File: config.mk
export PLATFORM = sky130hd
export DESIGN_NAME = lut_mult_scheduler
export DESIGN_NICKNAME = d
export VERILOG_FILES = /design/src/rtl/lut_mult_pkg.sv /design/src/rtl/lut_rr_arbiter.sv /design/src/rtl/lut_mult_scheduler.sv
export SDC_FILE = /design/constraint.sdc
export NUM_CORES = 1
export LEC_CHECK = 0
export CAP_MARGIN = 15
export CORE_MARGIN = 2
export CORE_UTILIZATION = 39
export DETAILED_ROUTE_END_ITERATION = 7
export PLACE_DENSITY = 0.76
export SKIP_LAST_GASP = 1
export SLEW_MARGIN = 0
export SYNTH_ARGS = -nofsm -noshare
export SYNTH_HDL_FRONTEND = slang
export SYNTH_SLANG_ARGS = --single-unit
File: constraint.sdc
create_clock -name clk -period 3.55 [get_ports clk]
set_clock_uncertainty 0.1 [all_clocks]
set_input_delay 0.71 -clock clk [delete_from_list [all_inputs] [get_ports clk]]
set_output_delay 0.71 -clock clk [all_outputs]
set_load 0.005 [all_outputs]
File: src/rtl/lut_mult_pkg.sv
// Purpose: shared types and widths for the LUT multiplier scheduler slice.
// Latency: n/a (declarations only).
// Backpressure: n/a.
//
// Contents: scheduler state encoding, operand/product/statistics widths.
package lut_mult_pkg;

  localparam int OP_W   = 8;   // multiplier operand width
  localparam int PROD_W = 16;  // multiplier product width
  localparam int STAT_W = 16;  // width of each saturating statistics counter

  typedef enum logic [1:0] {
    IDLE = 2'd0,  // arbitrating, waiting for a request
    WAIT = 2'd1,  // operand on the multiplier, waiting out its latency
    RESP = 2'd2   // product held on the response channel
  } state_t;

endpackage

File: src/rtl/lut_rr_arbiter.sv
// Purpose: combinational round-robin pick among N_REQ requesters, searching from ptr.
// Latency: 0 cycles (purely combinational).
// Backpressure: none of its own; en=0 forces an all-zero grant.
//
// Ports:
//   req        request vector, bit i = requester i
//   ptr        index the cyclic search starts from (owned by the caller)
//   en         allows a grant this cycle
//   grant      one-hot grant, or zero when nothing is granted
//   grant_idx  encoded index of the granted requester
//   grant_vld  a grant is being issued
module lut_rr_arbiter #(
  parameter int N_REQ = 4,
  parameter int IDX_W = (N_REQ > 1) ? $clog2(N_REQ) : 1
) (
  input  logic [N_REQ-1:0] req,
  input  logic [IDX_W-1:0] ptr,
  input  logic             en,
  output logic [N_REQ-1:0] grant,
  output logic [IDX_W-1:0] grant_idx,
  output logic             grant_vld
);

  always_comb begin
    int j;
    j         = 0;
    grant     = '0;
    grant_idx = '0;
    grant_vld = 1'b0;
    if (en) begin
      for (int k = 0; k < N_REQ; k++) begin
        // ptr is always < N_REQ, so one conditional subtraction wraps the index
        j = int'(ptr) + k;
        if (j >= N_REQ) j = j - N_REQ;
        if (!grant_vld && req[j]) begin
          grant_vld = 1'b1;
          grant[j]  = 1'b1;
          grant_idx = IDX_W'(j);
        end
      end
    end
  end

endmodule

File: src/rtl/lut_mult_scheduler.sv
// Purpose: time-shares one constant-coefficient LUT multiplier among N_REQ requesters.
// Latency: accept in cycle t -> rsp_valid first high in cycle t+MUL_LAT+2.
// Backpressure: rsp_ready low holds the response and blocks all new accepts.
//
// Ports:
//   clk, rst                  rising-edge clock, synchronous active-high reset
//   req_valid/req_data/req_ready  per-requester request channel (8-bit operand each)
//   mul_x / mul_c             operand to / product from the shared multiplier
//   rsp_valid/rsp_ready/rsp_data/rsp_id  tagged product response channel
// Optional build macro LUT_SCHED_STATS_EN adds:
//   stat_grants               per-requester saturating grant counters (16 bits each)
//   stat_stall                saturating count of RESP cycles with rsp_ready low
module lut_mult_scheduler
  import lut_mult_pkg::*;
#(
  parameter int N_REQ   = 4,
  parameter int ID_W    = 2,
  parameter int MUL_LAT = 0
) (
  input  logic                    clk,
  input  logic                    rst,
  input  logic [N_REQ-1:0]        req_valid,
  input  logic [OP_W*N_REQ-1:0]   req_data,
  output logic [N_REQ-1:0]        req_ready,
  output logic [OP_W-1:0]         mul_x,
  input  logic [PROD_W-1:0]       mul_c,
  output logic                    rsp_valid,
  input  logic                    rsp_ready,
  output logic [PROD_W-1:0]       rsp_data,
  output logic [ID_W-1:0]         rsp_id
`ifdef LUT_SCHED_STATS_EN
  ,
  output logic [STAT_W*N_REQ-1:0] stat_grants,
  output logic [STAT_W-1:0]       stat_stall
`endif
);

  localparam int PTR_W = (N_REQ > 1) ? $clog2(N_REQ) : 1;
  localparam int CNT_W = 3;  // holds MUL_LAT up to 7

  state_t            state, state_nxt;
  logic [PTR_W-1:0]  ptr, ptr_nxt;
  logic [CNT_W-1:0]  cnt, cnt_nxt;
  logic [OP_W-1:0]   x_reg;
  logic [ID_W-1:0]   id_reg;

  logic              arb_en;
  logic [N_REQ-1:0]  grant;
  logic [PTR_W-1:0]  grant_idx;
  logic              grant_vld;
  logic [OP_W-1:0]   grant_op;
  logic              capture;

  // Arbitration only in IDLE; gating with rst keeps req_ready low during reset.
  assign arb_en = (state == IDLE) && !rst;

  lut_rr_arbiter #(
    .N_REQ (N_REQ),
    .IDX_W (PTR_W)
  ) u_arb (
    .req       (req_valid),
    .ptr       (ptr),
    .en        (arb_en),
    .grant     (grant),
    .grant_idx (grant_idx),
    .grant_vld (grant_vld)
  );

  // One-hot grant selects the operand with an AND-OR mux.
  always_comb begin
    grant_op = '0;
    for (int i = 0; i < N_REQ; i++) begin
      if (grant[i]) grant_op = grant_op | req_data[i*OP_W +: OP_W];
    end
  end

  assign req_ready = grant;
  assign mul_x     = x_reg;   // stays on the last operand outside WAIT
  assign rsp_valid = (state == RESP);

  // Next-state logic.
  always_comb begin
    state_nxt = state;
    cnt_nxt   = cnt;
    ptr_nxt   = ptr;
    capture   = 1'b0;
    unique case (state)
      IDLE: begin
        if (grant_vld) begin
          state_nxt = WAIT;
          cnt_nxt   = CNT_W'(MUL_LAT);
          ptr_nxt   = (grant_idx == PTR_W'(N_REQ - 1)) ? '0 : grant_idx + 1'b1;
        end
      end
      WAIT: begin
        // cnt reaches zero on the cycle the multiplier output is valid
        if (cnt != '0) begin
          cnt_nxt = cnt - 1'b1;
        end else begin
          capture   = 1'b1;
          state_nxt = RESP;
        end
      end
      RESP: begin
        if (rsp_ready) state_nxt = IDLE;
      end
      default: state_nxt = IDLE;
    endcase
  end

  always_ff @(posedge clk) begin
    if (rst) begin
      state    <= IDLE;
      ptr      <= '0;
      cnt      <= '0;
      x_reg    <= '0;
      id_reg   <= '0;
      rsp_data <= '0;
      rsp_id   <= '0;
    end else begin
      state <= state_nxt;
      ptr   <= ptr_nxt;
      cnt   <= cnt_nxt;
      if (grant_vld) begin
        x_reg  <= grant_op;
        id_reg <= ID_W'(grant_idx);
      end
      if (capture) begin
        rsp_data <= mul_c;
        rsp_id   <= id_reg;
      end
    end
  end

`ifdef LUT_SCHED_STATS_EN
  logic [STAT_W-1:0] grant_cnt [N_REQ];
  logic [STAT_W-1:0] stall_cnt;

  always_ff @(posedge clk) begin
    if (rst) begin
      for (int i = 0; i < N_REQ; i++) grant_cnt[i] <= '0;
      stall_cnt <= '0;
    end else begin
      for (int i = 0; i < N_REQ; i++) begin
        if (grant[i] && (grant_cnt[i] != '1)) grant_cnt[i] <= grant_cnt[i] + 1'b1;
      end
      if ((state == RESP) && !rsp_ready && (stall_cnt != '1)) stall_cnt <= stall_cnt + 1'b1;
    end
  end

  for (genvar gi = 0; gi < N_REQ; gi++) begin : g_stat
    assign stat_grants[gi*STAT_W +: STAT_W] = grant_cnt[gi];
  end
  assign stat_stall = stall_cnt;
`endif

endmodule

======== Word-level counts from Yosys, hierarchy flattened ========
Index checks and enable logic that the tools add are counted.
word-level totals
  flip-flop bits (word level) ............. 35
  bits of input ports ..................... 55
  output and inout bits ................... 31
  logic and storage cells ................. 122
cells by class
  $add $sub $neg .......................... 9
  $lt $le $gt $ge ......................... 12
  equality and inequality tests ........... 7
  mux-type cells .......................... 63
  bitwise logic cells ..................... 6
  reductions and logical operators ........ 18
operator list
  kind                                                                     number
  32-bit two-way mux                                                       8
  32-bit by 1-bit >= comparator with 1-bit output (second input constant)  4
  32-bit by 4-bit < comparator with 1-bit output (second input constant)   4
  32-bit by 4-bit >= comparator with 1-bit output (second input constant)  3
  32-bit by 4-bit subtractor with 32-bit output (second input constant)    3
  4-bit two-way mux                                                        8
  8-bit two-way mux                                                        4
  8-bit bitwise OR                                                         3
  1-bit two-way mux                                                        22
  2-bit two-way mux                                                        9
  4-bit bitwise OR                                                         3
  1-bit binary-select mux with 2-bit select                                4
  1-bit demux with 2-bit select                                            4
  1-bit logical AND                                                        8
  2-bit by 2-bit adder with 3-bit output (second input constant)           2
  3-bit two-way mux                                                        2
  2-bit != test (second input constant)                                    3
  2-bit case mux with 3 select lines                                       1
  3-bit case mux with 2 select lines                                       1
  3-bit AND reduction                                                      2
  2-bit == test (second input constant)                                    2
  1-bit logical NOT                                                        4
  2-bit by 3-bit subtractor with 4-bit output (second input constant)      1
  2-bit by 1-bit adder with 3-bit output (second input constant)           1
  other kinds (9)                                                          9

======== Logic depth before layout (Yosys ltp) ========
Gate-level depths: netlist (run 1).
  depth in word-level cells ............... 27
  gate-level depth with buffers ........... 11
  mapped depth without buffers ............ 8

======== By module ========
Synthesis (run 1) repeated with hierarchy kept, for this count alone.
second synthesis, totals
  cell total of the unflattened synthesis .. 221
  area total of the unflattened synthesis .. 1,919.3 um^2
modules (own cells, without submodules)
  module              instances  cells each  area an instance (um^2)  seq. area each (um^2)
  lut_mult_scheduler  1          172         1,480.2                  700.7
  lut_rr_arbiter      1          49          439.2                    0.0

======== Worst setup path after synthesis (run 1) ========
No wires, ideal clock.
  kind .................................... reg2out
  start point ............................. reg ptr[0]
  end point ............................... out req_ready[0]
  arrival time ............................ 2,616 ps
  data required time ...................... 2,740 ps
  setup slack ............................. 124 ps
  cell stages (with the launch flop) ...... 11
  path buffers ............................ 3
  path through ............................ dfxtp_1 -> buf_6 -> clkbuf_1 -> inv_1 -> ha_1 -> buf_2 -> mux2i_1 -> mux2_2 -> a2111oi_0 -> o21ai_1 -> and2_1
between the ends
  word-level cells in the longest chain between the ends .. 20
  elaborated cells on any way between the ends .. 74
  those cells by class .................... 7 x add/sub; 12 x order compare; 42 x mux; 3 x bitwise; 10 x reduce/logical
ends and longest elaborated chain
  element                                                                                 line                       RTL
  from (decl)                                                                             lut_mult_scheduler.sv:42   logic [PTR_W-1:0] ptr, ptr_nxt;
  from (signal assigned)                                                                  lut_mult_scheduler.sv:122  ptr <= ptr_nxt;
  branches (longest 18 deep; another with 32-bit by 4-bit subtractor with 32-bit output)  --
  4-bit two-way mux *                                                                     lut_rr_arbiter.sv:35       if (!grant_vld && req[j]) begin
  4-bit two-way mux *                                                                     lut_rr_arbiter.sv:30       if (en) begin
  to (decl)                                                                               lut_mult_scheduler.sv:24   output logic [N_REQ-1:0] req_ready,
Every way passes the cells marked *. The select of a mux whose other input is x is not followed.

======== Worst setup path after layout (run 1) ========
Ends and elaborated chain as after synthesis.

==> results of run 1 <==
critical path, stage by stage, from the launching register on:
cell	delay, ps
dfxtp_1	330
inv_1	80
ha_2	420
mux2i_1	240
buf_4	150
nor2_1	50
a2111oi_2	420
o21ai_2	120
and2_1	170
clkdlybuf4s50_1	440
final cells by class:
| class | count | area [sq um] | area share (%) |
|---|---|---|---|
| inverter | 6 | 22.5 | 0.688 |
| timing repair buffer | 115 | 1080 | 33.0 |
| clock buffer | 7 | 96.3 | 2.94 |
| multi-input combinational | 187 | 1280 | 39.1 |
| clock inverter | 1 | 7.51 | 0.229 |
| sequential | 35 | 701 | 21.4 |
| tap | 70 | 87.6 | 2.67 |
cells in the mapped netlist, drive strengths merged, types with 4 or more instances:
library cell / n / area share [%]
o22ai: 5 / 1.5
a211oi: 10 / 3.7
o21ai: 8 / 2.0
buf: 5 / 1.5
mux4: 4 / 4.4
clkbuf: 11 / 2.1
ha: 6 / 3.7
inv: 6 / 1.1
nor3: 5 / 1.2
nand2b: 5 / 1.5
nor2b: 4 / 1.2
nor2: 23 / 4.2
a21oi: 23 / 5.6
a221oi: 7 / 3.0
dfxtp: 35 / 34
nand2: 46 / 8.5
mux2i: 6 / 2.9
a22oi: 8 / 2.9
metrics by stage:
step / setup WS, ps / cell area (sq um) / hold slack, ps / total power, uW / util [%]
after floorplan: 124 / 2040 / 326 / 1040 / -
after global placement: -300 / 3120 / 339 / 1460 / 61.5
after detailed placement: -332 / 3120 / 342 / 1480 / 61.5
after CTS: 23.4 / 3240 / 353 / 1810 / 63.8
after global routing: -97.0 / 3280 / 368 / 1950 / 64.5
final: 21.4 / 3280 / 351 / 1820 / 64.5
worst min-delay path by stage:
stage | end | from | slack [ps]
floorplan | id_reg[1] | id_reg[1] | 330
global placement | id_reg[1] | id_reg[1] | 340
detailed placement | id_reg[1] | id_reg[1] | 340
CTS | rsp_id[0] | id_reg[0] | 350
global route | rsp_data[8] | rsp_data[8] | 370
finish | rsp_id[0] | id_reg[0] | 350
cell usage in the layout, fill, tap and decap left out, types with 2 or more instances in the layout:
cell,synthesis,layout
a211oi_1,10,10
a21oi_1,23,23
a221oi_1,7,7
a22oi_1,8,8
a311oi_1,2,2
and2_1,2,2
buf_4,0,30
clkbuf_8,0,7
clkdlybuf4s15_2,0,2
clkdlybuf4s50_1,0,79
dfxtp_1,35,35
dlygate4sd2_1,0,2
dlymetal6s2s_1,0,2
ha_1,6,5
inv_1,6,6
mux2i_1,6,6
mux4_2,4,4
nand2_1,46,46
nand2b_1,5,5
nand3_1,2,2
nor2_1,23,23
nor2b_1,4,4
nor3_1,5,5
o211ai_1,2,2
o21ai_0,7,7
o22ai_1,5,5
o2bb2ai_4,3,3
report_power, final:
group          switching [uW]  internal, uW
registers                35.7           461
clock network             140           176
logic                     474           534
what timing repair did:
item | in CTS | in global routing
setup endpoints to repair | 4 | 4
setup buffers | 0 | 3
pin swaps | 2 | 2
resized for setup | 11 | 4
logic make-up after synthesis:
| kind of cell | count (synthesis) | share of synthesized area, % |
|---|---|---|
| adders and majority gates | 6 | 3.67 |
| muxes | 11 | 7.90 |
| buffers and inverters | 22 | 4.72 |
| and+or+nand+nor | 95 | 21.4 |
| DFF | 35 | 34.3 |
| AOI/OAI and AO/OA | 74 | 27.6 |
| xor gates and xnor gates | 1 | 0.429 |
routing by layer:
| layer | up-vias | routed length, um |
|---|---|---|
| met4 | 0 | 48 |
| met2 | 68 | 2640 |
| met5 | - | 0 |
| met1 | 1015 | 2560 |
| li1 | 1094 | - |
| met3 | 6 | 338 |
==> metrics.yaml, run 1 <==
die:
  initial_core_util_pct: 40.3
  fp.dieW_um: 76.4
  core_sq_mm: 0.00507
  die_y_um: 76.4
  dieArea_sq_mm: 0.00583
  ios: 86
  rows: 26
logic_synthesis:
  seq_area_frac_synth_pct: 34.3
  ys_warn_count: 0
  synth_edf_count: 0
  syn_area_sq_mm: 0.00204
  syn_nets: 305
  synth_ff_type: "dfxtp_1"
  synth.distinct_cells: 41
  syn_inst: 244
  post_synth.cell_area_avg_sq_um: 8.37
  async_reset_ff_share_pct: 0
  ys_ff_latch: 35
sta:
  fmax_ghz: 0.283
  period_minus_slack_ps: 3530
  finalSetupTns_ps: 0
  finalCritPeriodShare_pct: 99.4
  finalHoldViolCount: 0
  drv_slew: 0
  worst_pin_slew_ps: 1090
  slew_headroom_pct: 27.2
  final-setup-viol-count: 0
  grt_setup_unrepaired: "yes"
placement:
  gp_congestion: 0.812
  dp_hpwl_um: 4120
  dp.cells: 410
  port_buffers: 85
worst_setup_path:
  r2r_cells: 11
  endpoint: "req_ready[0]"
  crit_start: "ptr[0]"
  required_ps: 2740
  end_kind: "primary output"
  r2r_slack_ps: 770
  reg2reg_from: "ptr[0]"
  r2r-end: "mul_x[2]"
  arrival_ps: 2720
  path_max_fanout: 8
  crit_path_start_kind: "flop"
  crit_type: "flop to primary output"
power:
  p_leak_uw: 0.00125
  p_per_area_mw_per_mm2: 556
  irDropWorstVdd_v: 0.000306
cells_and_area:
  n_antenna_cell: 0
  fin_cells: 421
  largest_register: "rsp_data"
  largest_reg_flops: 16
  fillers: 456
  area_delta_synth_final_pct: 60.3
  drive_gt1_share_pct: 16.2
  nNetsFinal: 411
cts:
  tritoncts: "done"
  cts_max_level: 2
  hold_buffers: 0
  clk_path_buf_depth: 2
  cts_root_buf: "clkbuf_8"
  cts_made_buffers: 5
  cts.clk_slew.worst_paths_ps: 70
  clock_latency_ps: 280
  cts.sinks: 35
run:
  cap_violations: 0
worst_hold_path:
  hold_depth: 2
  hold_class: "flop to flop"
global_routing:
  grt_usage_pct: 19.1
  grt_pass1_vias: 2083
  use_met2_pct: 31.9
  grt_overflow: 0
  antenna_found_initial: 0
  use_met3_pct: 5.92
  grt_pass1_wl_um: 9340
  grt.busiest_layer: "met2"
  grt_max_degree: 37
  use_met1_pct: 24.6
route:
  drt_iter0_drc: 64
  wirelength_um: 5580
  vias_per_cell: 5.19
  num_vias: 2183
  dr.pass1.iters: 4
  drc_errors: 0
  avgRoutedWirePerCell_um: 13.3
  antenna_left: 0
outcome:
  status: "complete, no violations"
No activity file was read; power rests on OpenSTA's default activity.
==> run 2: changes to the inputs <==
--- a/config.mk
+++ b/config.mk
@@ -5,6 +5,7 @@
 export SDC_FILE = /design/constraint.sdc
 export NUM_CORES = 1
 export LEC_CHECK = 0
+export ABC_AREA = 1
 export CAP_MARGIN = 15
 export CORE_MARGIN = 2
 export CORE_UTILIZATION = 39
==> run 2 against run 1 <==
  * Combinational power up 38%
  * Total power is 26% higher
  * Die area up 0.41%
  * Largest power group unchanged
  * Critical endpoint unchanged
==> metrics.yaml, run 2 <==
cells_and_area:
  drive_gt1_share_pct: 10.6
  fin_cells: 466
  final_util_pct: 60.9
  final_common_cell: "clkdlybuf4s50_1"
  nNetsFinal: 457
  largest_register: "rsp_data"
  area_delta_synth_final_pct: 51.6
  n_antenna_cell: 0
  layout_common_cells: "85 x clkdlybuf4s50_1, 59 x nor2_1, 54 x nand2_1"
  largest_reg_flops: 16
sta:
  finalHoldViolCount: 0
  finalCritPeriodShare_pct: 94.9
  fmax_ghz: 0.297
  worst_pin_slew_ps: 725
  period_minus_slack_ps: 3370
  slew_headroom_pct: 51.6
  drv_slew: 0
  final-setup-viol-count: 0
  grt_setup_unrepaired: "no"
  finalSetupTns_ps: 0
logic_synthesis:
  syn_area_sq_mm: 0.00205
  seq_area_frac_synth_pct: 34.1
  ys_ff_latch: 35
  yosysTopAreaCell: "dfxtp_1"
  synth_top_area_share_pct: 34.1
  async_reset_ff_share_pct: 0
  post_synth.cell_area_avg_sq_um: 6.73
  syn_nets: 366
  synth_common_cells: "59 x nor2_1, 54 x nand2_1, 44 x nand3_1"
  synth_ff_type: "dfxtp_1"
  ys_warn_count: 0
  post-synth-top-count-cell: "nor2_1"
  netlist_top_cells_area: "dfxtp_1 34%, nor2_1 11%, nand3_1 11%"
  synth_edf_count: 0
  synth.distinct_cells: 30
  syn_inst: 305
power:
  p_per_area_mw_per_mm2: 737
  p_leak_uw: 0.00136
  irDropWorstVdd_v: 0.000384
worst_setup_path:
  arrival_ps: 2560
  required_ps: 2740
  path_max_fanout: 5
  reg2reg_from: "cnt[0]"
  end_kind: "primary output"
  crit_start: "req_valid[3]"
  crit_type: "primary input to primary output"
  r2r_slack_ps: 1220
  crit_path_start_kind: "primary input"
global_routing:
  grt_pass1_vias: 2140
  grt_usage_pct: 19.7
  grt_overflow: 0
  grt_pass1_wl_um: 9470
  antenna_found_initial: 0
  grt_max_degree: 30
cts:
  cts_made_buffers: 5
  cts.clk_slew.worst_paths_ps: 70
  clock_latency_ps: 280
  hold_buffers: 0
  tritoncts: "done"
  cts_root_buf: "clkbuf_8"
  cts_max_level: 2
  clk_path_buf_depth: 2
  post_cts_buffers: 0
  cts.repair.resized: 0
  cts.sinks: 35
run:
  cap_violations: 0
route:
  avgRoutedWirePerCell_um: 11.9
  drc_errors: 0
  vias_per_cell: 4.78
  top_layer_used: "met4"
  wl_met1_um: 2360
  antenna_left: 0
  wirelength_um: 5560
  dr.pass1.iters: 6
  wl_met3_um: 428
  drt_iter0_drc: 122
  num_vias: 2226
  routed-wl-met2_um: 2680
placement:
  gp_congestion: 0.935
  dp.cells: 459
  dp_hpwl_um: 4250
  port_buffers: 85
die:
  ios: 86
  dieArea_sq_mm: 0.00586
  rows: 26
  die_y_um: 76.5
  initial_core_util_pct: 40.2
  fp.dieW_um: 76.5
  core_sq_mm: 0.00511
worst_hold_path:
  min-delay-start: "cnt[0]"
  hold_class: "flop to flop"
outcome:
  status: "complete, no violations"
[run 2: cell types whose count changed in the layout (fill, tap and decap cells not counted), sizes merged, moves of 6 or more]
cell	before	now
nand2	46	63
mux2i	6	0
a21oi	23	7
a211oi	10	1
nor2	23	62
a22oi	8	0
nand3	2	50
a221oi	7	0
clkdlybuf4s50	79	85
inv	6	28
o21ai	8	31
buf	30	8
[run 2: kinds of logic (layout without fill, tap and decap cells)]
kind of cell               Yosys count  in the layout  share of synthesized area (%)
and+or+nand+nor                    182            182                           42.9
AOI/OAI and AO/OA                   44             44                           11.8
DFF                                 35             35                           34.1
buffers and inverters               38            129                           7.50
adders and majority gates            6              6                           3.66
[run 2: final timing paths]
check,to,cells past startpoint
min,cnt[0],2
min reg2reg,cnt[0],2
max reg2reg,rsp_id[1],8
max,req_ready[0],13
[run 2: power breakdown]
part | internal (uW) | total, uW | switching (uW)
Sequential | 509 | 565 | 55.8
Clock | 206 | 339 | 133
Combinational | 596 | 1390 | 794
[run 2: layout make-up]
cell class | instances | area [sq um]
Sequential cell | 35 | 701
Multi-Input combinational cell | 232 | 1200
Clock inverter | 1 | 30.0
Tap cell | 70 | 87.6
Clock buffer | 6 | 72.6
Fill cell | 497 | 2000
Inverter | 29 | 111
Timing Repair Buffer | 93 | 911
[run 2: metal layers]
layer | vias to the layer above | global-route usage [%]
met3 | 9 | 5.69
li1 | 1176 | -
met5 | - | 0
met4 | 0 | 6.18
met2 | 84 | 35.9
met1 | 957 | 21.9
[run 2: through the flow]
stage	hold slack (ps)	setup WS [ps]	instance area [sq um]	power, uW
2_1_floorplan	325	1050	2050	1430
3_3_place_gp	351	225	3010	1950
3_5_place_dp	361	194	3010	1950
4_1_cts	370	176	3110	2310
5_1_grt	404	24.4	3110	2510
6_report	370	180	3110	2290
[run 2: critical path: stages]
cell and delay (ps):
clkdlybuf4s50_1 430, inv_1 60, nand2_1 80, nand3_2 130, nand2_4 110, inv_2 60, nand2_1 60, nor2_1 130
nand3_1 100, nand3_2 80, nand2_1 50, inv_1 50, clkdlybuf4s50_1 490
